<file path="src/rtl/mcac_dec_sin_if.sv">
// Code word handshake between the serial receiver and the MCAC decoder core.
// The master presents the FIFO head; the slave accepts it with code_ready.
interface mcac_dec_sin_if #(
  parameter int CODE_W = 4
);
  logic [CODE_W-1:0] code;
  logic              code_valid;
  logic              code_ready;

  modport master (
    output code,
    output code_valid,
    input  code_ready
  );

  modport slave (
    input  code,
    input  code_valid,
    output code_ready
  );
endinterface

</file>
<file path="src/rtl/mcac_dec_sin.sv">
// Serial ADPCM code receiver: frame-synced MSB-first assembler feeding a
// small registered FIFO that hands codes to the decoder core.
module mcac_dec_sin #(
  parameter int CODE_W     = 4,
  parameter int FIFO_DEPTH = 4,
  parameter int LVL_W      = 3
) (
  input  logic             clk,
  input  logic             reset,
  input  logic             scan_in0,
  input  logic             scan_en,
  output logic             scan_out0,
  input  logic             sdata,
  input  logic             sdata_en,
  input  logic             fsync,
  mcac_dec_sin_if.master   dec,
  output logic             frame_err,
  output logic             ovf,
  input  logic             ovf_clr,
  output logic [LVL_W-1:0] level
);

  localparam int AW = $clog2(FIFO_DEPTH);
  localparam int CW = $clog2(CODE_W + 1);

  typedef enum logic {
    HUNT,
    ASSEMBLE
  } state_t;

  state_t            state_q;
  logic [CW-1:0]     cnt_q;
  logic [CODE_W-1:0] sh_q;
  logic              frame_err_q;

  logic [CODE_W-1:0] mem_q [FIFO_DEPTH];
  logic [AW-1:0]     wr_q;
  logic [AW-1:0]     rd_q;
  logic [LVL_W-1:0]  level_q;
  logic              ovf_q;

  logic [CODE_W-1:0] word_w;
  logic [CODE_W-1:0] first_w;
  logic              push_w;
  logic              pop_w;
  logic              full_w;
  logic              wr_en_w;
  logic              drop_w;
  logic              unused_scan;

  assign unused_scan = scan_in0 ^ scan_en;
  assign scan_out0   = 1'b0;

  assign word_w  = {sh_q[CODE_W-2:0], sdata};
  assign first_w = {{(CODE_W-1){1'b0}}, sdata};

  // The closing bit is written straight into the FIFO on its own edge.
  assign push_w = sdata_en && !fsync
               && (state_q == ASSEMBLE)
               && (cnt_q == CW'(CODE_W - 1));

  always_ff @(posedge clk or negedge reset) begin
    if (!reset) begin
      state_q     <= HUNT;
      cnt_q       <= '0;
      sh_q        <= '0;
      frame_err_q <= 1'b0;
    end else begin
      frame_err_q <= 1'b0;
      if (sdata_en) begin
        unique case (state_q)
          HUNT: begin
            if (fsync) begin
              sh_q    <= first_w;
              cnt_q   <= CW'(1);
              state_q <= ASSEMBLE;
            end
          end
          ASSEMBLE: begin
            if (fsync) begin
              frame_err_q <= 1'b1;
              sh_q        <= first_w;
              cnt_q       <= CW'(1);
            end else if (push_w) begin
              sh_q    <= '0;
              cnt_q   <= '0;
              state_q <= HUNT;
            end else begin
              sh_q  <= word_w;
              cnt_q <= cnt_q + CW'(1);
            end
          end
          default: state_q <= HUNT;
        endcase
      end
    end
  end

  assign pop_w   = dec.code_valid && dec.code_ready;
  assign full_w  = (level_q == LVL_W'(FIFO_DEPTH));
  assign wr_en_w = push_w && (!full_w || pop_w);
  assign drop_w  = push_w && full_w && !pop_w;

  always_ff @(posedge clk) begin
    if (wr_en_w) begin
      mem_q[wr_q] <= word_w;
    end
  end

  always_ff @(posedge clk or negedge reset) begin
    if (!reset) begin
      wr_q    <= '0;
      rd_q    <= '0;
      level_q <= '0;
      ovf_q   <= 1'b0;
    end else begin
      if (wr_en_w) begin
        wr_q <= wr_q + AW'(1);
      end
      if (pop_w) begin
        rd_q <= rd_q + AW'(1);
      end
      unique case (1'b1)
        wr_en_w && !pop_w: level_q <= level_q + LVL_W'(1);
        pop_w && !wr_en_w: level_q <= level_q - LVL_W'(1);
        default:           level_q <= level_q;
      endcase
      // A drop in the same cycle as a clear leaves the flag set.
      if (drop_w) begin
        ovf_q <= 1'b1;
      end else if (ovf_clr) begin
        ovf_q <= 1'b0;
      end
    end
  end

  assign dec.code_valid = (level_q != '0);
  assign dec.code       = (level_q != '0) ? mem_q[rd_q] : '0;
  assign frame_err      = frame_err_q;
  assign ovf            = ovf_q;
  assign level          = level_q;

endmodule

</file>
<file path="src/flat_wrapper.sv">
// flat-port wrapper written by rule: the top's interface ports become plain ports
module mcac_dec_sin_flat 
#(
  parameter int CODE_W     = 4,
  parameter int FIFO_DEPTH = 4,
  parameter int LVL_W      = 3
)
  (clk, reset, scan_in0, scan_en, scan_out0, sdata, sdata_en, fsync, frame_err, ovf, ovf_clr, level, dec_code, dec_code_valid, dec_code_ready);
  mcac_dec_sin_if #(.CODE_W(CODE_W)) dec_i ();
  input  logic clk;
  input  logic reset;
  input  logic scan_in0;
  input  logic scan_en;
  output logic scan_out0;
  input  logic sdata;
  input  logic sdata_en;
  input  logic fsync;
  output logic frame_err;
  output logic ovf;
  input  logic ovf_clr;
  output logic [LVL_W-1:0] level;
  output wire logic [$bits(dec_i.code)-1:0] dec_code;
  output wire logic [$bits(dec_i.code_valid)-1:0] dec_code_valid;
  input wire logic [$bits(dec_i.code_ready)-1:0] dec_code_ready;
  assign dec_code = dec_i.code;
  assign dec_code_valid = dec_i.code_valid;
  assign dec_i.code_ready = dec_code_ready;
  mcac_dec_sin #(.CODE_W(CODE_W), .FIFO_DEPTH(FIFO_DEPTH), .LVL_W(LVL_W)) u_core (.clk(clk), .reset(reset), .scan_in0(scan_in0), .scan_en(scan_en), .scan_out0(scan_out0), .sdata(sdata), .sdata_en(sdata_en), .fsync(fsync), .dec(dec_i), .frame_err(frame_err), .ovf(ovf), .ovf_clr(ovf_clr), .level(level));
endmodule
</file>
<file path="config.mk">
export PLATFORM = sky130hd
export DESIGN_NAME = mcac_dec_sin_flat
export DESIGN_NICKNAME = d
export VERILOG_FILES = /design/src/rtl/mcac_dec_sin_if.sv /design/src/rtl/mcac_dec_sin.sv /design/src/flat_wrapper.sv
export SDC_FILE = /design/constraint.sdc
export NUM_CORES = 1
export LEC_CHECK = 0
export CAP_MARGIN = 10
export CORE_ASPECT_RATIO = 0.6
export CORE_UTILIZATION = 54
export CTS_CLUSTER_DIAMETER = 40
export CTS_CLUSTER_SIZE = 16
export DETAILED_ROUTE_END_ITERATION = 7
export PLACE_DENSITY = 0.78
export SETUP_SLACK_MARGIN = 0.3
export SLEW_MARGIN = 20
export SYNTH_ARGS = -nofsm -noshare
export SYNTH_HDL_FRONTEND = slang
export SYNTH_SLANG_ARGS = --single-unit
</file>
<file path="constraint.sdc">
create_clock -name clk -period 2.6 [get_ports clk]
set_input_delay 0.26 -clock clk [delete_from_list [all_inputs] [get_ports clk]]
set_output_delay 0.26 -clock clk [all_outputs]
set_load 0.005 [all_outputs]
</file>
==> results, run 1 <==
- The flip-flop and latch count after synthesis is 32.
- Global routing consumed, over all layers together, 20.7% of the routing resources.
- Summed over all nets, the switching power comes to 0.000660 W.
- Between clock sinks in the finished design, the worst skew comes to 0.00728 ns.
- The detailed placement HPWL is 1970 microns.
- The share of post-route cells with drive strength above 1 is 14.8%.
- The overall die area is 3130 sq um.
- Setup violations remaining at the end of the flow were counted as 0.
- The number of clock buffers added by TritonCTS is 5.
- The via count of the first global-routing pass is 987.
- The flow ran to the end, and the final reports show no timing, DRC or antenna violations.
- The startpoint identified for the worst register-to-register timing path is u_core.cnt_q[0]$_DFFE_PN0P_.
- The signed area change from the synthesized netlist to the final layout is 20.4%.
- The detailed-route via count is 1,061.
- The hold buffer count at CTS is 0.
- The total I/O pin count is 20.
- The share of the yosys chip area belonging to registers is 56.1%.
- Dividing the detail-routed wire length by the instance count gives 15.5 microns.
- The worst hold path belongs to the class in2async.
- Setup total negative slack on the finished layout was measured at 0 ns.
- The leakage component of the power is 0.735 nW.
- The H-tree generated during clock tree synthesis spans 2 levels.
- The fraction of power consumed by sequential logic is 39.2%.
- The core outline area is 2630 sq um.
- The global placement routability congestion is 0.875.
- Dividing the final minimum period by the clock period gives 86.9%.
- At the pin with the least slew margin, the transition time is 0.756 ns.
- The setup slack of the most critical reg-to-reg path is 0.34 ns.
- The global route total overflow is 0.
- The final layout net count is 163.
- The worst-case clock buffer depth is 2.
- The worst setup path is captured at a register.
- For this block, the routed nets add up to 2800 microns of wire.
- The worst-case IR drop observed on VDD is 466 uV.
- Timing would allow up to 443 MHz.
- Dividing the detail-routed via count by the number of cells gives 5.86.
- Entering global routing, the biggest net connects 17 pins.
- The number of cells on the worst reg-to-reg path is 7.
- The cell area that synthesis handed to floorplanning was 1570 sq um.
- In the layout the commonest cells are sky130_fd_sc_hd__clkdlybuf4s50_1 (16), sky130_fd_sc_hd__edfxtp_1 (16), sky130_fd_sc_hd__dfrtp_1 (15).
- The total of warnings raised by yosys is 0.
- The gate count after technology mapping is 126.
- In this run the tightest slew margin relative to its limit is 49.4%.
- The total count of max-transition violations in the final report is 0.
- The first routing iteration left 107 violations.
- The TritonCTS sink count is 32.
- The clock reaches the later pin of the worst-skew pair after 0.29 ns.
- The critical path arrival is 2.45 ns.
- Setup repair after global routing could not meet its margin everywhere.
- For this run, the detailed router's first-pass iteration total came to 4.
- The average instance in the mapped netlist occupies 12.5 sq um.
- Summing all multi-input logic gate instances after layout gives 633 sq um.
- The number of nets with antenna violations after detailed routing is 0.
- The count of cell types in the netlist is 39.
- The number of fillers in the final layout is 174.
- The repair_antennas step left the layout with diodes totalling 0.
- The critical path is of the reg2reg type.
- The register cell area after layout is 882 sq um.
- The clock period could shrink to 2.26 ns.
- The internal power of the cells is 0.00134 W.
- The horizontal extent of the die is 71.6 microns.
- STA classifies the critical path startpoint as a register.
- Dividing total power by cell area gives a power density of 1060 nW/um^2.
- The initialized floorplan defines 14 standard-cell rows.
- The initial core utilization is 59.7%.
- The combinational fraction of design power is 37.8%.
- The global-route wire length before repair is 4570 microns.
- The endpoint of the most critical register-to-register path is u_core.level[1]$_DFFE_PN0P_.
- Power comes to 0.00200 W.
- The switching power share of the total is 33.0%.
- Max-cap violations in this run came to 0.
- The initial antenna violation count was 0.
- The clock group share of total power is 23.0%.
- Clock-pin slew was measured on the worst setup and hold paths at 0.07 ns.
- The post-route DRC violation count is 0.
- The clock tree from TritonCTS is yes.
- STA puts the critical path data required time at 2.80 ns.
- The clock tree root buffer cell is sky130_fd_sc_hd__clkbuf_8.
- The final hold violation count is 0.
- When the netlist entered floorplanning its net count stood at 141.
- In this run the tool buffered the top-level ports with 16 buffer cells.
- In this run the vertical extent of the chip is 43.8 microns.
- Of all nets on the critical path, the largest fanout is 5.
## worst max-delay path: stages, from the launching register on
cell	delay [ns]
sky130_fd_sc_hd__dfrtp_1	0.42
sky130_fd_sc_hd__ha_2	0.22
sky130_fd_sc_hd__and4b_2	0.28
sky130_fd_sc_hd__nand2_2	0.13
sky130_fd_sc_hd__nand3_1	0.11
sky130_fd_sc_hd__fa_1	0.49
sky130_fd_sc_hd__a311o_1	0.30
sky130_fd_sc_hd__a221oi_2	0.22
## worst max-delay path by stage
stage | depth (start not counted) | slack [ns] | to | start
2_1_floorplan | 7 | 0.44 | u_core.level[1]$_DFFE_PN0P_ | u_core.cnt_q[0]$_DFFE_PN0P_
5_1_grt | 7 | 0.27 | u_core.level[1]$_DFFE_PN0P_ | u_core.cnt_q[0]$_DFFE_PN0P_
4_1_cts | 7 | 0.31 | u_core.level[1]$_DFFE_PN0P_ | u_core.cnt_q[0]$_DFFE_PN0P_
6_report | 7 | 0.34 | u_core.level[1]$_DFFE_PN0P_ | u_core.cnt_q[0]$_DFFE_PN0P_
3_3_place_gp | 7 | 0.28 | u_core.level[1]$_DFFE_PN0P_ | sdata_en
3_5_place_dp | 7 | 0.22 | u_core.level[1]$_DFFE_PN0P_ | sdata_en
## metrics by stage
stage	hold WS, ns	cells	util, %	setup slack [ns]	area, sq um
2_1_floorplan	-0.0356	126	-	0.443	1570
3_3_place_gp	0.508	172	67.3	0.278	1770
3_5_place_dp	0.514	172	67.3	0.217	1770
4_1_cts	0.443	180	71.4	0.309	1880
5_1_grt	0.488	181	71.9	0.269	1890
6_report	0.415	181	71.9	0.341	1890
## final cells by class
class	instances	share of cell area, %
Sequential cell	32	46.7
Multi-Input combinational cell	79	33.5
Timing Repair Buffer	20	10.1
Clock buffer	5	3.64
Tap cell	32	2.12
Clock inverter	3	1.99
Inverter	10	1.99
## routing by layer
| metal | GRT usage, % | share of wire, % | vias to the layer above |
|---|---|---|---|
| li1 | - | - | 499 |
| met1 | 30.6 | 49 | 520 |
| met2 | 29.0 | 43 | 35 |
| met3 | 6.98 | 6.5 | 7 |
| met4 | 7.06 | 1.6 | 0 |
| met5 | 0 | 0 | - |
## synth_stat cells (all sizes together)
cell type | count | area, sq um
mux2i | 1 | 10.0
nand2 | 11 | 41.3
clkbuf | 3 | 11.3
fa | 1 | 20.0
o211ai | 1 | 7.51
a21boi | 1 | 7.51
xnor2 | 4 | 35.0
o21ai | 4 | 20.0
edfxtp | 16 | 480
o32ai | 1 | 8.76
buf | 2 | 12.5
nor2b | 2 | 12.5
o22ai | 2 | 12.5
o2bb2ai | 1 | 8.76
a22o | 1 | 8.76
nand3 | 7 | 35.0
and2 | 8 | 50.1
and4b | 1 | 10.0
a21oi | 4 | 20.0
a221oi | 1 | 15.0
nand3b | 1 | 7.51
a41o | 1 | 10.0
a2bb2oi | 3 | 26.3
conb | 1 | 3.75
mux4 | 4 | 90.1
inv | 10 | 37.5
a31oi | 1 | 21.3
a311o | 1 | 10.0
nor3b | 1 | 7.51
o31ai | 1 | 7.51
nand2b | 1 | 6.26
mux2 | 1 | 11.3
dfrtp | 16 | 400
ha | 5 | 62.6
nor3 | 2 | 21.3
nor2 | 5 | 18.8
## what timing repair did
item,in CTS,in global routing
buffers inserted,0,1
pin swaps,0,0
resized for setup,1,3
endpoints found under the setup margin,1,4
## power groups by stage
stage	Sequential (W)	Clock, W	Combinational (W)
floorplan	0.000729	0	0.000507
global placement	0.000783	0	0.000715
detailed placement	0.000791	0	0.000740
CTS	0.000781	0.000470	0.000747
global route	0.000802	0.000488	0.000837
finish	0.000785	0.000462	0.000757
## cells by family after synthesis
group	after synthesis	share of synthesized area, %
adders and majority gates	6	5.26
buffers and inverters	15	3.91
other	1	0.239
AOI/OAI and AO/OA	23	11.7
xor gates and xnor gates	4	2.23
muxes	6	7.10
and+or+nand+nor	39	13.4
DFF	32	56.1
## sequential cells by signal, summed over array words and instances, names as in the netlist
signal            flops
u_core.mem_q         16
u_core.cnt_q          3
u_core.level          3
u_core.sh_q           3
u_core.rd_q           2
u_core.wr_q           2
u_core.frame_err      1
u_core.ovf            1
u_core.state_q        1
Note: power is estimated with default switching activity, not from simulation.
==> run 2, diff against run 1 <==
==> constraint.sdc (replaced) <==
create_clock -name clk -period 2.3 [get_ports clk]
set_input_delay 0.23 -clock clk [delete_from_list [all_inputs] [get_ports clk]]
set_output_delay 0.23 -clock clk [all_outputs]
set_load 0.005 [all_outputs]
==> run 2 against run 1 <==
  * Critical path depth did not move
  * Critical endpoint unchanged
  * Critical path type unchanged
  * Highest routed layer unchanged
  * Largest power group is now combinational logic
  * Register-to-register slack got worse by 0.08 ns
  * Sequential power increased by 7.5%
==> results, run 2 (same netlist as run 1, synthesis figures left out) <==
- CP Cell Sequence: ha_2 -> and4b_2 -> nand2_4 -> nand3_4 -> fa_2 -> a311o_1 -> a221oi_2 (was ha_2 -> and4b_2 -> nand2_2 -> nand3_1 -> fa_1 -> a311o_1 -> a221oi_2).
- The routed length per placed instance is 16.6 microns (was 15.5 microns).
- The routed wire length came to 3240 microns (was 2800 microns).
- The overall die area is 3130 sq um (unchanged).
- The share of post-route cells with drive strength above 1 is 25.8% (was 14.8%).
- The kind of end point of the critical path is a register (unchanged).
- The biggest fanout along the worst timing path is 2 (was 5).
- The count of placed standard cells in the final layout, fillers left out is 195 (was 181).
- The number of max-cap violations was 0 (unchanged).
- The clock network latency to the later pin of the worst-skew pair came to 0.28 ns (was 0.29 ns).
- The final instance area is 2010 sq um (was 1890 sq um).
- The worst-path cell with the longest stage delay was sky130_fd_sc_hd__fa_2 (was sky130_fd_sc_hd__fa_1).
- The clock tree root buffer cell is sky130_fd_sc_hd__clkbuf_8 (unchanged).
- The number of placed instances with taps included was 177 (was 172).
- The flip-flop count of the largest register, all copies and words added is 16 (unchanged).
- The total design power came to 0.00236 W (was 0.00200 W).
- The total count of max-transition violations in the final report is 0 (unchanged).
- The horizontal extent of the die is 71.6 microns (unchanged).
- The per-cell via count in the routed design was 5.68 (was 5.86).
- The transition at the pin with the smallest max-transition slack is 0.763 ns (was 0.756 ns).
- The detailed placement HPWL was 2260 microns (was 1970 microns).
- The number of input and output port buffers inserted is 16 (unchanged).
- The via count of the first global-routing pass is 1,074 (was 987).
- The total number of placement rows came to 14 (unchanged).
- The worst slew slack as a fraction of its limit came to 49.0% (was 49.4%).
- The total power per unit cell area was 1170 nW/um^2 (was 1060 nW/um^2).
- The TritonCTS sink count is 32 (unchanged).
- The final sum of negative setup slack came to 0 ns (unchanged).
- Commonest cells after routing, fill and taps aside: sky130_fd_sc_hd__buf_4 (18), sky130_fd_sc_hd__edfxtp_1 (16), sky130_fd_sc_hd__dfrtp_1 (14) (was sky130_fd_sc_hd__clkdlybuf4s50_1 (16), sky130_fd_sc_hd__edfxtp_1 (16), sky130_fd_sc_hd__dfrtp_1 (15)).
- The initial antenna violation count is 0 (unchanged).
- Status: complete, no violations (unchanged).
- The delay contributed by the slowest stage of the critical path is 0.44 ns (was 0.49 ns).
- The clock tree from TritonCTS is yes (unchanged).
- The register containing the most flip-flops in the final layout is u_core.mem_q (unchanged).
- The setup violation total in the final timing report is 0 (unchanged).
- The initial core utilization is 59.7% (unchanged).
- The worst hold-check path type was in2async (unchanged).
- The depth of the CTS H-tree is 2 (unchanged).
- The pin count of the biggest net entering global routing is 17 (unchanged).
- The global placement routability congestion is 0.807 (was 0.875).
- The number of antenna repair diodes is 0 (unchanged).
- The leakage component of the power is 0.845 nW (was 0.735 nW).
- The shortest period the worst path allows is 2.04 ns (was 2.26 ns).
- The worst-case clock buffer depth came to 2 (unchanged).
- The global-route wire length before repair is 5350 microns (was 4570 microns).
- The final hold violation count is 0 (unchanged).
- The global route total overflow is 0 (unchanged).
- The cell area reported after detailed placement was 1820 sq um (was 1770 sq um).
- The global routing usage summed across all routing layers is 23.9% (was 20.7%).
- The critical path arrival is 2.23 ns (was 2.45 ns).
- The data required time at the worst endpoint was 2.49 ns (was 2.80 ns).
- The number of nets with antenna violations after detailed routing is 0 (unchanged).
- The detailed-route via count is 1,107 (was 1,061).
- The total I/O pin count is 20 (unchanged).
- The launching element type of the critical path is a register (unchanged).
- The worst vdd rail ir drop was 512 uV (was 466 uV).
- The die outline height is 43.8 microns (unchanged).
- The maximum operating frequency came to 491 MHz (was 443 MHz).
- The final layout net count is 177 (was 163).
- The number of search-and-repair iterations in the first detailed-routing pass is 4 (unchanged).
- The violation count after the first detailed-route iteration was 82 (was 107).
- The portion of the clock cycle consumed by the worst path in the final layout was 88.6% (was 86.9%).
- RSZ-0062 raised after global routing: true (unchanged).
- The final worst clock skew came to 0.00603 ns (was 0.00728 ns).
- The total CTS buffers came to 5 (unchanged).
- The post-route DRC violation count is 0 (unchanged).
- The signed area change from the synthesized netlist to the final layout is 28.1% (was 20.4%).
- The setup slack of the most critical reg-to-reg path was 0.26 ns (was 0.34 ns).
- The startpoint-to-endpoint class of the critical path is reg2reg (unchanged).
- The clock transition at the register clock pins on the worst setup and hold paths after CTS is 0.07 ns (about the same).
- The most common cell after layout, fill and taps aside is sky130_fd_sc_hd__buf_4.
- The core outline area came to 2630 sq um (unchanged).
-- run 2: path summary, 6_finish.rpt --
| kind | start | depth (start not counted) | end |
|---|---|---|---|
| max | u_core.cnt_q[1]$_DFFE_PN0P_ | 7 | u_core.level[1]$_DFFE_PN0P_ |
| min | reset | 1 | u_core.level[0]$_DFFE_PN0P_ |
| max reg2reg | u_core.cnt_q[1]$_DFFE_PN0P_ | 7 | u_core.level[1]$_DFFE_PN0P_ |
| min reg2reg | u_core.sh_q[2]$_DFFE_PN0P_ | 0 | u_core.mem_q[3][3]$_DFFE_PP_ |
| max in group asynchronous | reset | 1 | u_core.rd_q[0]$_DFFE_PN0N_ |
| min in group clk | u_core.sh_q[2]$_DFFE_PN0P_ | 0 | u_core.mem_q[3][3]$_DFFE_PP_ |
-- run 2: power breakdown --
group	internal [W]	switching (W)	leakage, nW	total [W]
logic	0.000609	0.000500	0.461	0.00111
registers	0.000731	0.000113	0.345	0.000844
clock network	0.000210	0.000192	0.0399	0.000402
-- run 2: final cells by class --
type	count	area, sq um
Clock buffer	7	76.3
Inverter	10	37.5
Multi-Input combinational cell	79	666
Clock inverter	1	3.75
Sequential cell	32	883
Fill cell	169	618
Tap cell	32	40.0
Timing Repair Buffer	34	303
-- run 2: repair_timing --
item	CTS	global route
hold buffers	0	0
endpoints found under the setup margin	6	7
gates resized for setup	3	8
setup buffers	5	5
pin swaps	4	5
-- run 2: critical path: cells and delay by family (launching register included) --
family / cells / cell delay, ns
DFF: 1 / 0.39
AOI/OAI and AO/OA: 2 / 0.50
and+or+nand+nor: 3 / 0.43
adders and majority gates: 2 / 0.63
-- run 2: through the flow --
step / utilization [%] / hold WS, ns / setup slack, ns
floorplan: - / -0.0656 / 0.261
global placement: 69.2 / 0.514 / 0.139
detailed placement: 69.2 / 0.516 / 0.0386
CTS: 74.0 / 0.426 / 0.201
global route: 76.5 / 0.443 / 0.183
finish: 76.5 / 0.398 / 0.263
-- run 2: layer usage --
metal | vias up | routed length (microns) | share of wire, % | GRT usage [%]
li1 | 532 | - | - | -
met1 | 538 | 1460 | 45 | 34.2
met2 | 33 | 1530 | 47 | 35.8
met3 | 4 | 212 | 6.6 | 8.14
met4 | 0 | 40 | 1.2 | 6.27
met5 | - | 0 | 0 | 0
